===== src/rtl/delay_corr_window_sum.sv =====
// Sliding-window complex accumulator: running sum of the last WIN accepted
// correlation products, one-cycle latency, synchronous flush via Clear.
module delay_corr_window_sum #(
  parameter int WIN = 16,
  parameter int DW  = 16,
  parameter int SW  = 20
) (
  input  logic          Clk,
  input  logic          Rst,
  input  logic          InputEnable,
  input  logic [DW-1:0] DataInRe,
  input  logic [DW-1:0] DataInIm,
  input  logic          Clear,
  output logic          OutputEnable,
  output logic [SW-1:0] DataOutRe,
  output logic [SW-1:0] DataOutIm,
  output logic          WindowFull
);

  localparam int PW = (WIN > 1) ? $clog2(WIN) : 1;
  localparam int FW = $clog2(WIN + 1);
  localparam logic [PW-1:0] PTR_LAST = PW'(WIN - 1);
  localparam logic [FW-1:0] FILL_MAX = FW'(WIN);

  function automatic logic [SW-1:0] sext(input logic [DW-1:0] x);
    return {{(SW-DW){x[DW-1]}}, x};
  endfunction

  logic [DW-1:0] mem_re_q [WIN];
  logic [DW-1:0] mem_im_q [WIN];

  logic [PW-1:0] wp_q, wp_d, widx;
  logic [FW-1:0] fill_q, fill_d;
  logic [SW-1:0] sum_re_q, sum_re_d, sum_im_q, sum_im_d;
  logic [SW-1:0] base_re, base_im, old_re, old_im;
  logic          oe_q, oe_d, full_q, full_d;
  logic [SW-1:0] out_re_q, out_re_d, out_im_q, out_im_d;

  // Clear with a sample present restarts the window at slot 0 holding only that sample.
  always_comb begin
    wp_d     = wp_q;
    fill_d   = fill_q;
    sum_re_d = sum_re_q;
    sum_im_d = sum_im_q;
    full_d   = full_q;
    oe_d     = 1'b0;
    out_re_d = '0;
    out_im_d = '0;
    widx     = Clear ? '0 : wp_q;
    base_re  = Clear ? '0 : sum_re_q;
    base_im  = Clear ? '0 : sum_im_q;
    old_re   = '0;
    old_im   = '0;
    if (!Clear && fill_q == FILL_MAX) begin
      old_re = sext(mem_re_q[wp_q]);
      old_im = sext(mem_im_q[wp_q]);
    end
    if (Clear) begin
      wp_d     = '0;
      fill_d   = '0;
      sum_re_d = '0;
      sum_im_d = '0;
      full_d   = 1'b0;
    end
    if (InputEnable) begin
      sum_re_d = base_re + sext(DataInRe) - old_re;
      sum_im_d = base_im + sext(DataInIm) - old_im;
      wp_d     = (widx == PTR_LAST) ? '0 : widx + PW'(1);
      if (Clear)
        fill_d = FW'(1);
      else if (fill_q != FILL_MAX)
        fill_d = fill_q + FW'(1);
      full_d   = (fill_d == FILL_MAX);
      oe_d     = 1'b1;
      out_re_d = sum_re_d;
      out_im_d = sum_im_d;
    end
  end

  always_ff @(posedge Clk or posedge Rst) begin
    if (Rst) begin
      wp_q     <= '0;
      fill_q   <= '0;
      sum_re_q <= '0;
      sum_im_q <= '0;
      full_q   <= 1'b0;
      oe_q     <= 1'b0;
      out_re_q <= '0;
      out_im_q <= '0;
    end else begin
      wp_q     <= wp_d;
      fill_q   <= fill_d;
      sum_re_q <= sum_re_d;
      sum_im_q <= sum_im_d;
      full_q   <= full_d;
      oe_q     <= oe_d;
      out_re_q <= out_re_d;
      out_im_q <= out_im_d;
    end
  end

  // Sample storage needs no reset: stale entries are masked until the fill count saturates.
  always_ff @(posedge Clk) begin
    if (InputEnable) begin
      mem_re_q[widx] <= DataInRe;
      mem_im_q[widx] <= DataInIm;
    end
  end

  assign OutputEnable = oe_q;
  assign DataOutRe    = out_re_q;
  assign DataOutIm    = out_im_q;
  assign WindowFull   = full_q;

endmodule

===== config.mk =====
export PLATFORM = sky130hd
export DESIGN_NAME = delay_corr_window_sum
export DESIGN_NICKNAME = d
export VERILOG_FILES = /design/src/rtl/delay_corr_window_sum.sv
export SDC_FILE = /design/constraint.sdc
export NUM_CORES = 1
export LEC_CHECK = 0
export ABC_AREA = 1
export CORE_MARGIN = 2
export CORE_UTILIZATION = 50
export CTS_BUF_LIST = sky130_fd_sc_hd__clkbuf_4
export DETAILED_ROUTE_END_ITERATION = 10
export PLACE_DENSITY = 0.67
export SETUP_SLACK_MARGIN = 0.1
export SLEW_MARGIN = 20
export SYNTH_ARGS = -nofsm -noshare
export SYNTH_HDL_FRONTEND = slang
export SYNTH_SLANG_ARGS = --single-unit

===== constraint.sdc =====
create_clock -name Clk -period 6.3 [get_ports Clk]
set_input_delay 0.63 -clock Clk [delete_from_list [all_inputs] [get_ports Clk]]
set_output_delay 0.63 -clock Clk [all_outputs]
set_load 0.02 [all_outputs]

==> run_results.csv, run 1 <==
group,metric,value,unit
run_status,status,"finished clean",
timing,clock.fmax,211,MHz
cts,path_clk_slew,70,ps
cts,hold_buffers,1,
floorplan,core-area,53600,um^2
drt,dr.pass1.iters,6,
timing,holdWs,317,ps
cts,cts_tree,"done",
drt,wl_met2,34.6,mm
synth,syn_area,27000,um^2
drt,maxUsedRoutingLayer,"met5",
cts,htree_levels,4,
global_routing,antenna_found_initial,4,
synth,ys_types,35,
global_routing,grt_pass1_wl,112,mm
global_routing,grt_max_degree,132,
setup_path,crit_family,"compound AO/OA/AOI/OAI gates",
cts,clkSinkCount,603,
timing,fin_crit_sh,75.2,%
floorplan,start_util,50.4,%
power_and_ir_drop,powerDensity,335,nW/um^2
timing,worst_pin_slew,1110,ps
floorplan,num_rows,85,
min_path,hp-class,"input port to flop",
setup_path,cp_cell_sequence,"buf_4, o21ai_0, o21ai_1, nand2_1, nand3_1, nand2_1, a21oi_1, fa_1, inv_1, ha_1, nand2_1, inv_1, a21oi_1, nor2_1, nor2_1, nand3b_1, nand3_1, nand2_1",
global_routing,grt_overflow,0,
floorplan,dieWidth,237,um
setup_path,crit_fanout,106,
setup_path,crit_arrival,5580,ps
floorplan,ioPinCount,78,
setup_path,setup.worst_path.class,"flop to flop",
setup_path,endpoint_kind,"flop",
setup_path,cp_num_buf_inv,3,
synth,async_flop_share,15.1,%
synth,synth-seq-cells,603,
drt,post_drt_wl_per_cell,21.3,um
timing,timing.final.crit_period,4740,ps
synth,synth_ff_type,"edfxtp_1",
timing,fin_setup_tns,0,ps
setup_path,max_stage_delay,880,ps
drt,drc,0,
global_routing,grt_pass1_vias,19100,
synth,synth_cells,2467,
cts,numCtsBuffers,157,
synth,ys_seq_area_share,65.3,%
layout,nets,2740,
layout,drive_gt1_share,11.4,%
layout,final_common_cell,"edfxtp_1",
timing,slew_violations,0,
place,port_buffers,77,
synth,syn_nets,2589,
drt,wl_met3,5.90,mm
drt,vias_per_cell,5.68,
layout,mostFrequentLayoutCells,"512 x edfxtp_1, 380 x nand2_1, 349 x nor2_1",
cts,insertion_delay,970,ps
drt,met1_length,29.7,mm
drt,vias,19400,
drt,first_iter_violations,2013,
cts,root_buffer,"clkbuf_4",
timing,setup_viol,0,
floorplan,die-area,56000,um^2
drt,routed_wirelength,73.0,mm
cts,cts.repair.resized,0,
place,gp_congestion,0.949,
timing,slew_headroom,25.8,%
setup_path,crit_top_cell,"nand2_1",
synth,yosysWarnings,0,
setup_path,worstPathRequired,7150,ps
synth,avgSynthCellArea,11.0,um^2
setup_path,worst_setup_path_start_kind,"flop",
floorplan,fp.dieH,237,um
synth,synth_edf_count,512,
timing,finalHoldViolCount,0,
global_routing,grtUsageTotal,26.6,%
cts,cts_buffer_depth,3,
timing,finClkSkew,50.7,ps
power_and_ir_drop,p_leak,0.0118,uW
layout,area_growth,12.4,%
setup_path,critPathSlowestCell,"buf_4",
flow_run,drv_cap,0,
cts,cts_setup_buffers,0,
power_and_ir_drop,ir_drop,0.177,mV
timing,rsz0062_at_grt,"no",
place,dp_hpwl,43.5,mm
drt,ant_nets,0,
-- cells by family (layout without fill, tap and decap cells) --
group / count (synthesis) / after routing / synth area share (%)
compound gates: 532 / 532 / 10.7
xor+xnor: 8 / 8 / 0.259
fa+ha+maj: 86 / 86 / 5.03
buf+inv: 352 / 605 / 5.61
flops: 603 / 603 / 65.3
other cells: 0 / 2 / 0
simple gates: 886 / 886 / 13.1
-- Yosys cell counts, types with 7 or more instances --
library cell / n / area [um^2]
a21oi_1: 71 / 355
o22ai_1: 77 / 482
inv_1: 224 / 841
nand3b_1: 12 / 90.1
buf_4: 8 / 60.1
clkbuf_1: 43 / 161
dfrtp_1: 91 / 2280
nand3_1: 108 / 541
o221ai_1: 28 / 245
edfxtp_1: 512 / 15400
o21ai_1: 65 / 325
ha_1: 48 / 601
fa_1: 38 / 761
buf_2: 46 / 230
o21ai_0: 283 / 1420
nor2_1: 365 / 1370
buf_6: 12 / 135
buf_1: 11 / 41.3
nand2_1: 380 / 1430
xor2_1: 7 / 61.3
-- report_power, final --
group	total [uW]	switching (uW)	internal, uW
sequential	4680	115	4570
clock	3250	1540	1700
combinational	2240	1470	775
-- registers in the layout, indices dropped and copies added (netlist names), 4 cells and up --
name,flops
DataOutIm,20
DataOutRe,20
fill_q,5
mem_im_q,256
mem_re_q,256
sum_im_q,20
sum_re_q,20
wp_q,4
-- final timing paths --
kind	start	to	slack (ps)	cells after the start
hold reg to reg	WindowFull	WindowFull	500	2
max in group asynchronous	Rst	DataOutIm[14]	4530	4
hold / removal	InputEnable	sum_re_q[5]	320	2
setup reg to reg	wp_q[0]	sum_re_q[15]	1560	18
setup / recovery	wp_q[0]	sum_re_q[15]	1560	18
min in group asynchronous	Rst	DataOutRe[17]	640	3
-- area by class of cell --
class | instances | area [um^2]
clock buffers | 231 | 1730
multi-input cells | 1512 | 8000
flip-flops and latches | 603 | 17700
clock inverters | 30 | 148
inverters | 228 | 866
fillers | 4563 | 23200
diodes | 2 | 5.00
well taps | 696 | 871
repair buffers | 116 | 1110
-- layer usage --
metal	track usage [%]	up-vias
li1	-	8910
met3	5.28	160
met2	41.7	931
met5	0	-
met4	14.2	4
met1	35.4	9416
-- stage by stage --
stage | util [%] | cell area (um^2) | worst slack, ps | total power (uW) | cells
6_report | 56.7 | 30400 | 1560 | 10200 | 3418
5_1_grt | 56.7 | 30400 | 1220 | 10700 | 3418
4_1_cts | 56.7 | 30400 | 1620 | 10200 | 3416
3_5_place_dp | 53.2 | 28500 | 1660 | 6990 | 3154
2_1_floorplan | - | 27000 | 2290 | 6230 | 2467
3_3_place_gp | 53.2 | 28500 | 1710 | 6950 | 3154
Power figures use the tool's default switching activity.
==> inputs of run 2 (changes only) <==
==> constraint.sdc (replaced) <==
create_clock -name Clk -period 4.95 [get_ports Clk]
set_input_delay 0.495 -clock Clk [delete_from_list [all_inputs] [get_ports Clk]]
set_output_delay 0.495 -clock Clk [all_outputs]
set_load 0.02 [all_outputs]
==> run 2 against run 1 <==
Core utilization grew 1.1 points. Routed wire length grew 0.28%. Largest cell class unchanged. Flip-flop and latch count is the same. Critical path type unchanged. Hold slack lost 46 ps. Total power grew 32%. Final area grew 2.0%.
==> run_results.csv, run 2 (same netlist as run 1, synthesis figures left out) <==
group,metric,value,unit
timing,worst_pin_slew,975,ps
cts,clkSinkCount,603,
timing,finClkSkew,67.5,ps
setup_path,timing.rr.start,"wp_q[0]",
setup_path,setup.worst_path.class,"flop to flop",
layout,reg.largest.list,"mem_im_q: 256 flops, mem_re_q: 256 flops",
place,dp_hpwl,43.9,mm
min_path,worstHoldStart,"DataInIm[14]",
timing,slew_violations,0,
layout,drive_gt1_share,12.4,%
min_path,hp-class,"input port to flop",
timing,timing.final.crit_period,4330,ps
floorplan,ioPinCount,78,
layout,nets,2776,
global_routing,grtUsageTotal,26.8,%
min_path,whs_path_depth,2,
cts,path_clk_slew,70,ps
setup_path,crit_arrival,5150,ps
cts,cts_buffer_depth,3,
drt,drc,0,
timing,slew_headroom,35.0,%
cts,root_buffer,"clkbuf_4",
cts,cts_setup_buffers,0,
drt,post_drt_wl_per_cell,21.1,um
setup_path,crit_start,"wp_q[0]",
floorplan,num_rows,85,
setup_path,endpoint_kind,"flop",
setup_path,reg2reg_setup_slack,620,ps
floorplan,dieWidth,237,um
setup_path,worst_setup_path_start_kind,"flop",
floorplan,fp.dieH,237,um
power_and_ir_drop,p_leak,0.0121,uW
layout,filler_cell_count,4578,
timing,setup_viol,0,
layout,multi_input_area,8000,um^2
cts,cts_tree,"done",
cts,hold_buffers,2,
power_and_ir_drop,powerDensity,433,nW/um^2
place,port_buffers,77,
setup_path,r2r_end,"DataOutRe[10]",
power_and_ir_drop,swShare,30.2,%
drt,first_iter_violations,1779,
layout,mostFrequentLayoutCells,"512 x edfxtp_1, 380 x nand2_1, 349 x nor2_1",
global_routing,antenna_found_initial,4,
drt,routed_wirelength,73.2,mm
floorplan,die-area,56000,um^2
timing,fin_crit_sh,87.6,%
power_and_ir_drop,p_sw,4060,uW
drt,vias,19400,
flow_run,drv_cap,0,
cts,numCtsBuffers,158,
drt,dr.pass1.iters,5,
floorplan,start_util,50.4,%
global_routing,grt_pass1_vias,19500,
power_and_ir_drop,p_seq_share,44.2,%
cts,insertion_delay,1000,ps
layout,layout.area.seq,17700,um^2
layout,area_growth,14.6,%
power_and_ir_drop,clockPowerShare,34.3,%
global_routing,grt_max_degree,164,
min_path,whs_endpoint,"mem_im_q[2][14]",
drt,vias_per_cell,5.59,
power_and_ir_drop,p_int,9360,uW
setup_path,worstPathRequired,5770,ps
global_routing,grt_overflow,0,
timing,clock.fmax,231,MHz
timing,holdWs,272,ps
setup_path,crit_fanout,51,
cts,htree_levels,4,
cts,cts.repair.resized,0,
place,gp_congestion,0.882,
power_and_ir_drop,ir_drop,0.305,mV
timing,finalHoldViolCount,0,
timing,fin_setup_tns,0,ps
power_and_ir_drop,p_comb_share,21.5,%
run_status,status,"finished clean",
setup_path,r2r_cells,18,
floorplan,core-area,53600,um^2
global_routing,grt_pass1_wl,113,mm
layout,final_common_cell,"edfxtp_1",
drt,ant_nets,0,
timing,rsz0062_at_grt,"no",
==> run 2: power by group through the flow <==
stage | Combinational (uW) | Sequential, uW | Clock (uW)
2_1_floorplan | 1770 | 6160 | 0
4_1_cts | 2890 | 5940 | 4700
3_5_place_dp | 2870 | 6040 | 0
5_1_grt | 3250 | 5960 | 4960
6_report | 2890 | 5930 | 4600
3_3_place_gp | 2850 | 6030 | 0
==> run 2: area by class of cell <==
cell class / count / area share (%)
flip-flops and latches: 603 / 57.0
multi-input cells: 1512 / 25.8
clock buffers: 221 / 5.35
repair buffers: 151 / 4.68
well taps: 696 / 2.81
inverters: 228 / 2.79
clock inverters: 59 / 1.57
diodes: 4 / 0.0323
==> run 2: critical path, cell delays in order (launching register included) <==
cell and delay [ps]:
dfrtp_4 530, inv_6 310, buf_12 290, buf_4 210
nor2_1 50, o21ai_1 120, nand2_1 70, nand3_1 100
nand2_1 80, a21oi_1 380, fa_1 500, inv_1 70
ha_1 270, nand2_1 190, inv_1 60, a21oi_1 290
nand3_1 180, o21ai_0 270, nor2_1 110
==> run 2: worst max path at each step <==
stage | endpoint | slack, ps | cells after the start
after global placement | sum_re_q[18] | 700 | 19
final | DataOutRe[10] | 620 | 18
after CTS | sum_re_q[15] | 670 | 21
after global routing | sum_re_q[15] | 280 | 22
after detailed placement | sum_re_q[15] | 720 | 21
after floorplan | mem_im_q[3][0] | 960 | 8
==> run 2: metrics by stage <==
step | area, um^2 | instances | total power (uW) | util (%) | setup WS (ps)
4_1_cts | 31000 | 3470 | 13500 | 57.8 | 674
2_1_floorplan | 27000 | 2467 | 7930 | - | 959
3_3_place_gp | 28800 | 3188 | 8880 | 53.8 | 700
6_report | 31000 | 3474 | 13400 | 57.8 | 616
3_5_place_dp | 28800 | 3188 | 8910 | 53.8 | 721
5_1_grt | 31000 | 3474 | 14200 | 57.8 | 278
==> run 2: routing by layer <==
layer | share of wire (%) | global-route usage (%) | up-vias | wire, um
met5 | 0.019 | 0 | - | 14
met2 | 47 | 42.7 | 798 | 34500
met3 | 7.1 | 5.14 | 157 | 5220
li1 | - | - | 9008 | -
met4 | 3.7 | 13.0 | 2 | 2690
met1 | 42 | 35.7 | 9440 | 30700
